### config.mk
export PLATFORM = sky130hd
export DESIGN_NAME = tanque_nivel_sim
export DESIGN_NICKNAME = d
export VERILOG_FILES = /design/src/rtl/tanque_nivel_sim.sv
export SDC_FILE = /design/constraint.sdc
export NUM_CORES = 1
export LEC_CHECK = 0
export CAP_MARGIN = 20
export CORE_UTILIZATION = 45
export CTS_CLUSTER_DIAMETER = 150
export CTS_CLUSTER_SIZE = 28
export DETAILED_ROUTE_END_ITERATION = 8
export PLACE_DENSITY = 0.82
export SETUP_SLACK_MARGIN = 0.05
export SLEW_MARGIN = 20
export SYNTH_ARGS = -nofsm -noshare
export SYNTH_HDL_FRONTEND = slang
export SYNTH_SLANG_ARGS = --single-unit
### constraint.sdc
create_clock -name clk -period 2.76 [get_ports clk]
set_input_delay 0.828 -clock clk [delete_from_list [all_inputs] [get_ports clk]]
set_output_delay 0.828 -clock clk [all_outputs]
set_load 0.02 [all_outputs]
### src/rtl/tanque_nivel_sim.sv
// Cycle-based irrigation tank model: integrates fill/drain flows into a volume,
// drives the Nv level sensors and flags overflow / dry-run abuse.
module tanque_nivel_sim #(
  parameter int unsigned VOL_W     = 8,
  parameter int unsigned VOL_MAX   = 200,
  parameter int unsigned TH0       = 20,
  parameter int unsigned TH1       = 100,
  parameter int unsigned TH2       = 180,
  parameter int unsigned FILL_DIV  = 4,
  parameter int unsigned DRAIN_DIV = 8,
  parameter int unsigned FLUSH_DIV = 2,
  parameter int unsigned INIT_VOL  = 0
) (
  input  logic             clk,
  input  logic             reset,
  input  logic             Ve,
  input  logic             Limp,
  input  logic             Asp,
  output logic             Nv0,
  output logic             Nv1,
  output logic             Nv2,
  output logic [VOL_W-1:0] Vol,
  output logic             Transb,
  output logic             Seco,
  output logic [1:0]       Estado
);

  localparam int unsigned FILL_W = (FILL_DIV > 1) ? $clog2(FILL_DIV) : 1;
  localparam int unsigned DMAX   = (DRAIN_DIV > FLUSH_DIV) ? DRAIN_DIV : FLUSH_DIV;
  localparam int unsigned DRN_W  = (DMAX > 1) ? $clog2(DMAX) : 1;
  localparam logic [2:0]  NV_INIT = {INIT_VOL >= TH2, INIT_VOL >= TH1, INIT_VOL >= TH0};

  typedef enum logic [1:0] {
    SRC_NONE = 2'b00,
    SRC_ASP  = 2'b01,
    SRC_LIMP = 2'b10
  } src_e;

  logic [FILL_W-1:0] fill_cnt_q, fill_cnt_d;
  logic [DRN_W-1:0]  drain_cnt_q, drain_cnt_d;
  src_e              src_q, src_d;
  logic [VOL_W-1:0]  vol_q, vol_d;
  logic [2:0]        nv_q, nv_d;
  logic              transb_q, transb_d;
  logic              seco_q, seco_d;
  logic [1:0]        estado_q, estado_d;

  logic              fill_tick_c;
  logic              drain_tick_c;
  logic              src_change_c;
  logic [DRN_W-1:0]  drain_last_c;

  // Prescalers, volume integration and sticky abuse flags.
  always_comb begin
    fill_cnt_d   = fill_cnt_q;
    drain_cnt_d  = drain_cnt_q;
    src_d        = src_q;
    vol_d        = vol_q;
    nv_d         = nv_q;
    transb_d     = transb_q;
    seco_d       = seco_q;
    estado_d     = estado_q;
    fill_tick_c  = 1'b0;
    drain_tick_c = 1'b0;
    src_change_c = 1'b0;
    drain_last_c = DRN_W'(DRAIN_DIV - 1);

    src_d = Limp ? SRC_LIMP : (Asp ? SRC_ASP : SRC_NONE);
    if (src_d == SRC_LIMP) drain_last_c = DRN_W'(FLUSH_DIV - 1);
    // Only an Asp<->Limp swap restarts the count; starting from idle is already at 0.
    src_change_c = (src_d != SRC_NONE) && (src_q != SRC_NONE) && (src_d != src_q);

    fill_tick_c  = Ve && (fill_cnt_q == FILL_W'(FILL_DIV - 1));
    drain_tick_c = (src_d != SRC_NONE) && !src_change_c && (drain_cnt_q == drain_last_c);

    fill_cnt_d  = (!Ve || fill_tick_c) ? '0 : fill_cnt_q + FILL_W'(1);
    drain_cnt_d = ((src_d == SRC_NONE) || src_change_c || drain_tick_c)
                  ? '0 : drain_cnt_q + DRN_W'(1);

    if (fill_tick_c && !drain_tick_c) begin
      if (vol_q == VOL_W'(VOL_MAX)) transb_d = 1'b1;
      else                          vol_d    = vol_q + VOL_W'(1);
    end else if (drain_tick_c && !fill_tick_c) begin
      if (vol_q == '0) seco_d = 1'b1;
      else             vol_d  = vol_q - VOL_W'(1);
    end

    nv_d     = {vol_d >= VOL_W'(TH2), vol_d >= VOL_W'(TH1), vol_d >= VOL_W'(TH0)};
    estado_d = {src_d != SRC_NONE, Ve};
  end

  always_ff @(posedge clk) begin
    if (reset) begin
      fill_cnt_q  <= '0;
      drain_cnt_q <= '0;
      src_q       <= SRC_NONE;
      vol_q       <= VOL_W'(INIT_VOL);
      nv_q        <= NV_INIT;
      transb_q    <= 1'b0;
      seco_q      <= 1'b0;
      estado_q    <= 2'b00;
    end else begin
      fill_cnt_q  <= fill_cnt_d;
      drain_cnt_q <= drain_cnt_d;
      src_q       <= src_d;
      vol_q       <= vol_d;
      nv_q        <= nv_d;
      transb_q    <= transb_d;
      seco_q      <= seco_d;
      estado_q    <= estado_d;
    end
  end

  assign Nv0    = nv_q[0];
  assign Nv1    = nv_q[1];
  assign Nv2    = nv_q[2];
  assign Vol    = vol_q;
  assign Transb = transb_q;
  assign Seco   = seco_q;
  assign Estado = estado_q;

endmodule

## After elaboration in Yosys (flattened, before gate mapping)

Index checks and enable logic that the tools add are counted.

- Shift-type cells: 0
- Multiplexer cells: 7
- Reductions and logical operators: 22
- Equality and inequality tests: 5
- Add/subtract/negate cells: 4
- Magnitude comparators: 3
- Bitwise operators: 1
- Multiply operators: 0
- Div/mod/pow operators: 0

Operators with widths:

| cell | count |
|---|---|
| two-way mux 8 bit | 4 |
| adder 8 x 1 -> 8 bit (second input constant) | 1 |
| == test 8 bit (second input constant) | 1 |
| greater-or-equal comparator 8 x 5 -> 1 bit (second input constant) | 1 |
| greater-or-equal comparator 8 x 7 -> 1 bit (second input constant) | 1 |
| greater-or-equal comparator 8 bit (second input constant) | 1 |
| zero test 8 bit | 1 |
| subtractor 8 x 1 -> 8 bit (second input constant) | 1 |
| logical AND 1 bit | 7 |
| == test 2 bit (second input constant) | 2 |
| zero test 1 bit | 4 |
| nonzero test 2 bit | 2 |
| OR reduction 2 bit | 2 |
| adder 3 x 1 -> 3 bit (second input constant) | 1 |
| == test 3 bit | 1 |
| logical OR 1 bit | 3 |
| two-way mux 3 bit | 1 |
| AND reduction 3 bit | 1 |
| adder 2 x 1 -> 2 bit (second input constant) | 1 |
| zero test 2 bit | 1 |
| two-way mux 2 bit | 1 |
| inequality test 2 bit | 1 |
| AND reduction 2 bit | 1 |
| two-way mux 1 bit | 1 |
| inverter 1 bit | 1 |

- Latch bits: 0
- Output and inout port bits: 15
- Bits in writable memories: 0
- Input bits: 5
- Register bits after elaboration: 22
- ROM bits: 0
- Word-level logic and storage cells: 50
- Memories: 0

## Longest topological paths before layout

- Depth after elaboration: 12
- Gate-level depth with buffers: 9
- Gate-level depth less buffers: 9

## Worst setup path after synthesis

No wires, ideal clock.

- Path type: input -> register
- Start point: in Limp
- End point: reg nv_q[2]
- Arrival: 2.655 ns
- Setup time: 0.073 ns
- Stages: 8
- Required time: 2.687 ns
- Slack: 0.032 ns
- Buffers on the path: 1
- Cells stage by stage: or3b_1 nand2_2 and3_1 buf_6 mux2_4 o311a_1 o31a_1 nor3_2

- Longest elaborated chain between the ends: 11
- Elaborated cells between the ends (all ways): 17
- Those cells by class: order compare: 1; eq/ne: 3; mux: 4; reduce/logical: 9

Ends and longest elaborated chain:

| element | RTL line | source |
|---|---|---|
| from (decl) | 17 | `input logic Limp,` |
| two-way mux 2 bit * | 68 | `src_d = Limp ? SRC_LIMP : (Asp ? SRC_ASP : SRC_NONE);` |
| branches (longest 5 deep; another with two-way mux 3 bit) | n/a |  |
| logical AND 1 bit * | 74 | `drain_tick_c = (src_d != SRC_NONE) && !src_change_c && (drain_cnt_q == drain_last_c);` |
| logical AND 1 bit / zero test 1 bit (equally long branches) | 83, 80 |  |
| two-way mux 8 bit / logical AND 1 bit (equally long branches) | 83, 80 |  |
| two-way mux 8 bit * | 80 | `if (fill_tick_c && !drain_tick_c) begin` |
| greater-or-equal comparator 8 bit * | 88 | `nv_d = {vol_d >= VOL_W'(TH2), vol_d >= VOL_W'(TH1), vol_d >= VOL_W'(TH0)};` |
| to (signal assigned) | 107 | `nv_q <= nv_d;` |
| to (decl) | 43 | `logic [2:0] nv_q, nv_d;` |

Mark *: on every way between the ends.
A chain may end at the register's enable or synchronous reset.

## Final worst setup path

Same ends and word-level chain as after synthesis.

==> impl_metrics.csv <==
group,metric,value,unit
final_layout,n_antenna_cell,0,
logic_synthesis,yosysMostFrequentCell,"dfxtp_1",
flow_run,max_cap_viol_count,0,
timing,max_slew_margin,61.5,%
die,ioPinCount,20,
clock_network,cts-root-buf,"clkbuf_4",
placement,placed_area,1630,um^2
logic_synthesis,postSynthAreaPerCell,8.68,um^2
global_route,grt_pass1_vias,1263,
timing,tightest_slew,0.575,ns
detailed_routing,routedWlPerCell,15.0,um
worst_setup_path,crit_path_start,"Limp",
logic_synthesis,syn_nets,153,
clock_network,path_clk_slew,0.13,ns
timing,fin_crit_sh,95.6,%
timing,fin_crit,2.64,ns
placement,port_buffers,19,
power,leakagePower,0.682,nW
worst_setup_path,required,3.02,ns
logic_synthesis,synth_top_area_share,35.5,%
global_route,grt_max_degree,20,
placement,gp_congestion,0.910,
worst_setup_path,crit_arrival,2.90,ns
detailed_routing,vias_per_cell,5.92,
detailed_routing,antenna_left,0,
min_path,holdCritStartpoint,"fill_cnt_q[0]$_SDFF_PP0_",
timing,finalSetupViolCount,0,
die,start_util,48.8,%
logic_synthesis,yosysWarnings,0,
detailed_routing,routed_wl,3270,um
detailed_routing,drt_pass1_iterations,5,
worst_setup_path,worstReg2RegStart,"Vol[1]$_SDFF_PP0_",
min_path,min_path_cells,1,
timing,whs,0.438,ns
timing,finClkSkew,0.0166,ns
worst_setup_path,start_kind,"primary input",
die,die_h,54.5,um
clock_network,cts_sinks,22,
logic_synthesis,synthDistinctLibCells,52,
logic_synthesis,async_flop_share,0,%
power,peakVddDrop,0.457,mV
min_path,holdPathEnd,"fill_cnt_q[0]$_SDFF_PP0_",
clock_network,cts_buffer_depth,2,
clock_network,cts_tree,"done",
logic_synthesis,synth_edf_count,0,
final_layout,drive_gt1_share,24.6,%
final_layout,syn_to_final_growth,39.0,%
logic_synthesis,yosysTopAreaCell,"dfxtp_1",
logic_synthesis,synth_area,1240,um^2
detailed_routing,drc,0,
power,p_total,0.714,mW
global_route,grt_pass1_wl,5540,um
worst_setup_path,path_class,"primary input to register",
worst_setup_path,crit_fanout,7,
die,core_area,2540,um^2
logic_synthesis,synth-seq-cells,22,
clock_network,clk_latency,0.32,ns
worst_setup_path,r2r_slack,0.42,ns
power,power_density,414,nW/um^2
clock_network,cts_buffers,3,
min_path,hp-class,"register to register",
die,dieArea,2970,um^2
global_route,antenna_found_initial,0,
worst_setup_path,r2r_end,"nv_q[1]$_SDFF_PP0_",
timing,rsz0062_at_grt,"yes",
outcome,status,"finished clean",
clock_network,htreeDepth,1,
timing,finalHoldViolations,0,
detailed_routing,vias,1284,
die,num_rows,18,
worst_setup_path,end_kind,"register",
logic_synthesis,synth_cells,143,
timing,fmax,0.379,GHz
placement,dp_hpwl,2400,um
final_layout,final_area,1730,um^2
die,die_w,54.5,um
worst_setup_path,ff2ff_path_depth,9,
logic_synthesis,synth.area.top_cells,"dfxtp_1, nor2_1, ha_1, nand2_1, a21oi_1",
global_route,grt.total_usage,26.4,%
detailed_routing,drtIter0Drc,52,
final_layout,fin_nets,198,
logic_synthesis,yosysSeqAreaShare,35.5,%
timing,slew_viol_final,0,
logic_synthesis,ys.flop_type,"dfxtp_1",
global_route,grt-ovfl-total,0,
logic_synthesis,synth_commonest_cells,"dfxtp_1, nor2_1, nand2_1",
==> power breakdown <==
part	switching, mW	internal [mW]
combinational	0.0663	0.0644
clock	0.102	0.147
sequential	0.00718	0.328
total	0.175	0.539
==> layout by cell type, fill, tap and decap left out, types with 4 or more instances in the layout <==
cell             instances
dfxtp_1                 22
clkdlybuf4s50_1         17
a21oi_1                  7
nor2_1                  17
ha_1                     5
nor3_1                   4
buf_4                   27
nand2_1                 12
==> layout make-up <==
type | instances | area (um^2)
fill | 198 | 820
multi-input combinational | 112 | 793
sequential | 22 | 440
timing repair buffer | 46 | 390
tap | 30 | 37.5
clock inverter | 1 | 30.0
clock buffer | 3 | 22.5
inverter | 3 | 11.3
==> registers in the layout (all words and copies together), names as in the netlist <==
signal / cells
fill_cnt_q: 2
src_q: 2
Vol: 8
drain_cnt_q: 3
Seco: 1
Estado: 2
nv_q: 3
Transb: 1
==> per-stage QoR <==
stage / instances / TNS (ns) / util [%] / worst slack, ns
finish: 217 / 0 / 67.8 / 0.121
global route: 217 / 0 / 67.8 / 0.0426
CTS: 217 / 0 / 67.7 / 0.141
detailed placement: 212 / -2.73 / 64.2 / -0.481
global placement: 212 / -1.67 / 64.2 / -0.378
floorplan: 143 / 0 / - / 0.0677
==> worst max path at each step <==
stage / endpoint / slack [ns] / cells past startpoint
2_1_floorplan: nv_q[2]$_SDFF_PP0_ / 0.07 / 8
3_3_place_gp: nv_q[2]$_SDFF_PP0_ / -0.38 / 8
3_5_place_dp: nv_q[0]$_SDFF_PP0_ / -0.48 / 9
4_1_cts: nv_q[2]$_SDFF_PP0_ / 0.14 / 8
5_1_grt: nv_q[1]$_SDFF_PP0_ / 0.04 / 8
6_report: nv_q[2]$_SDFF_PP0_ / 0.12 / 8
==> cell families after synthesis <==
logic type / Yosys count / share of synthesized area [%]
AO/OA/AOI/OAI: 33 / 20.3
flip-flops: 22 / 35.5
AND/OR/NAND/NOR: 66 / 29.2
buffers and inverters: 9 / 3.63
XOR/XNOR: 6 / 4.23
adder cells (fa/ha/maj): 5 / 5.04
multiplexers: 2 / 2.12
==> metal layers <==
layer	GRT usage [%]	share of wire (%)	vias to the layer above
li1	-	-	615
met1	30.1	41	601
met2	45.3	48	60
met3	6.11	7.7	8
met4	13.7	2.7	0
met5	0	0	-
==> worst max-delay path: stages <==
cell and delay (ns):
dlygate4sd2_1 0.30, or3b_4 0.44, nand2_4 0.08, and3_4 0.19
mux2_4 0.30, o311a_4 0.38, o31a_1 0.30, nor3_2 0.09
==> what timing repair did <==
item                                    in CTS  in global routing
buffers inserted                             1                  0
gates resized for setup                      7                  2
hold buffers                                 0                  0
pin swaps                                    1                  0
endpoints found under the setup margin       3                  1
hold endpoints to repair                     0                  0
Power figures use the tool's default switching activity.
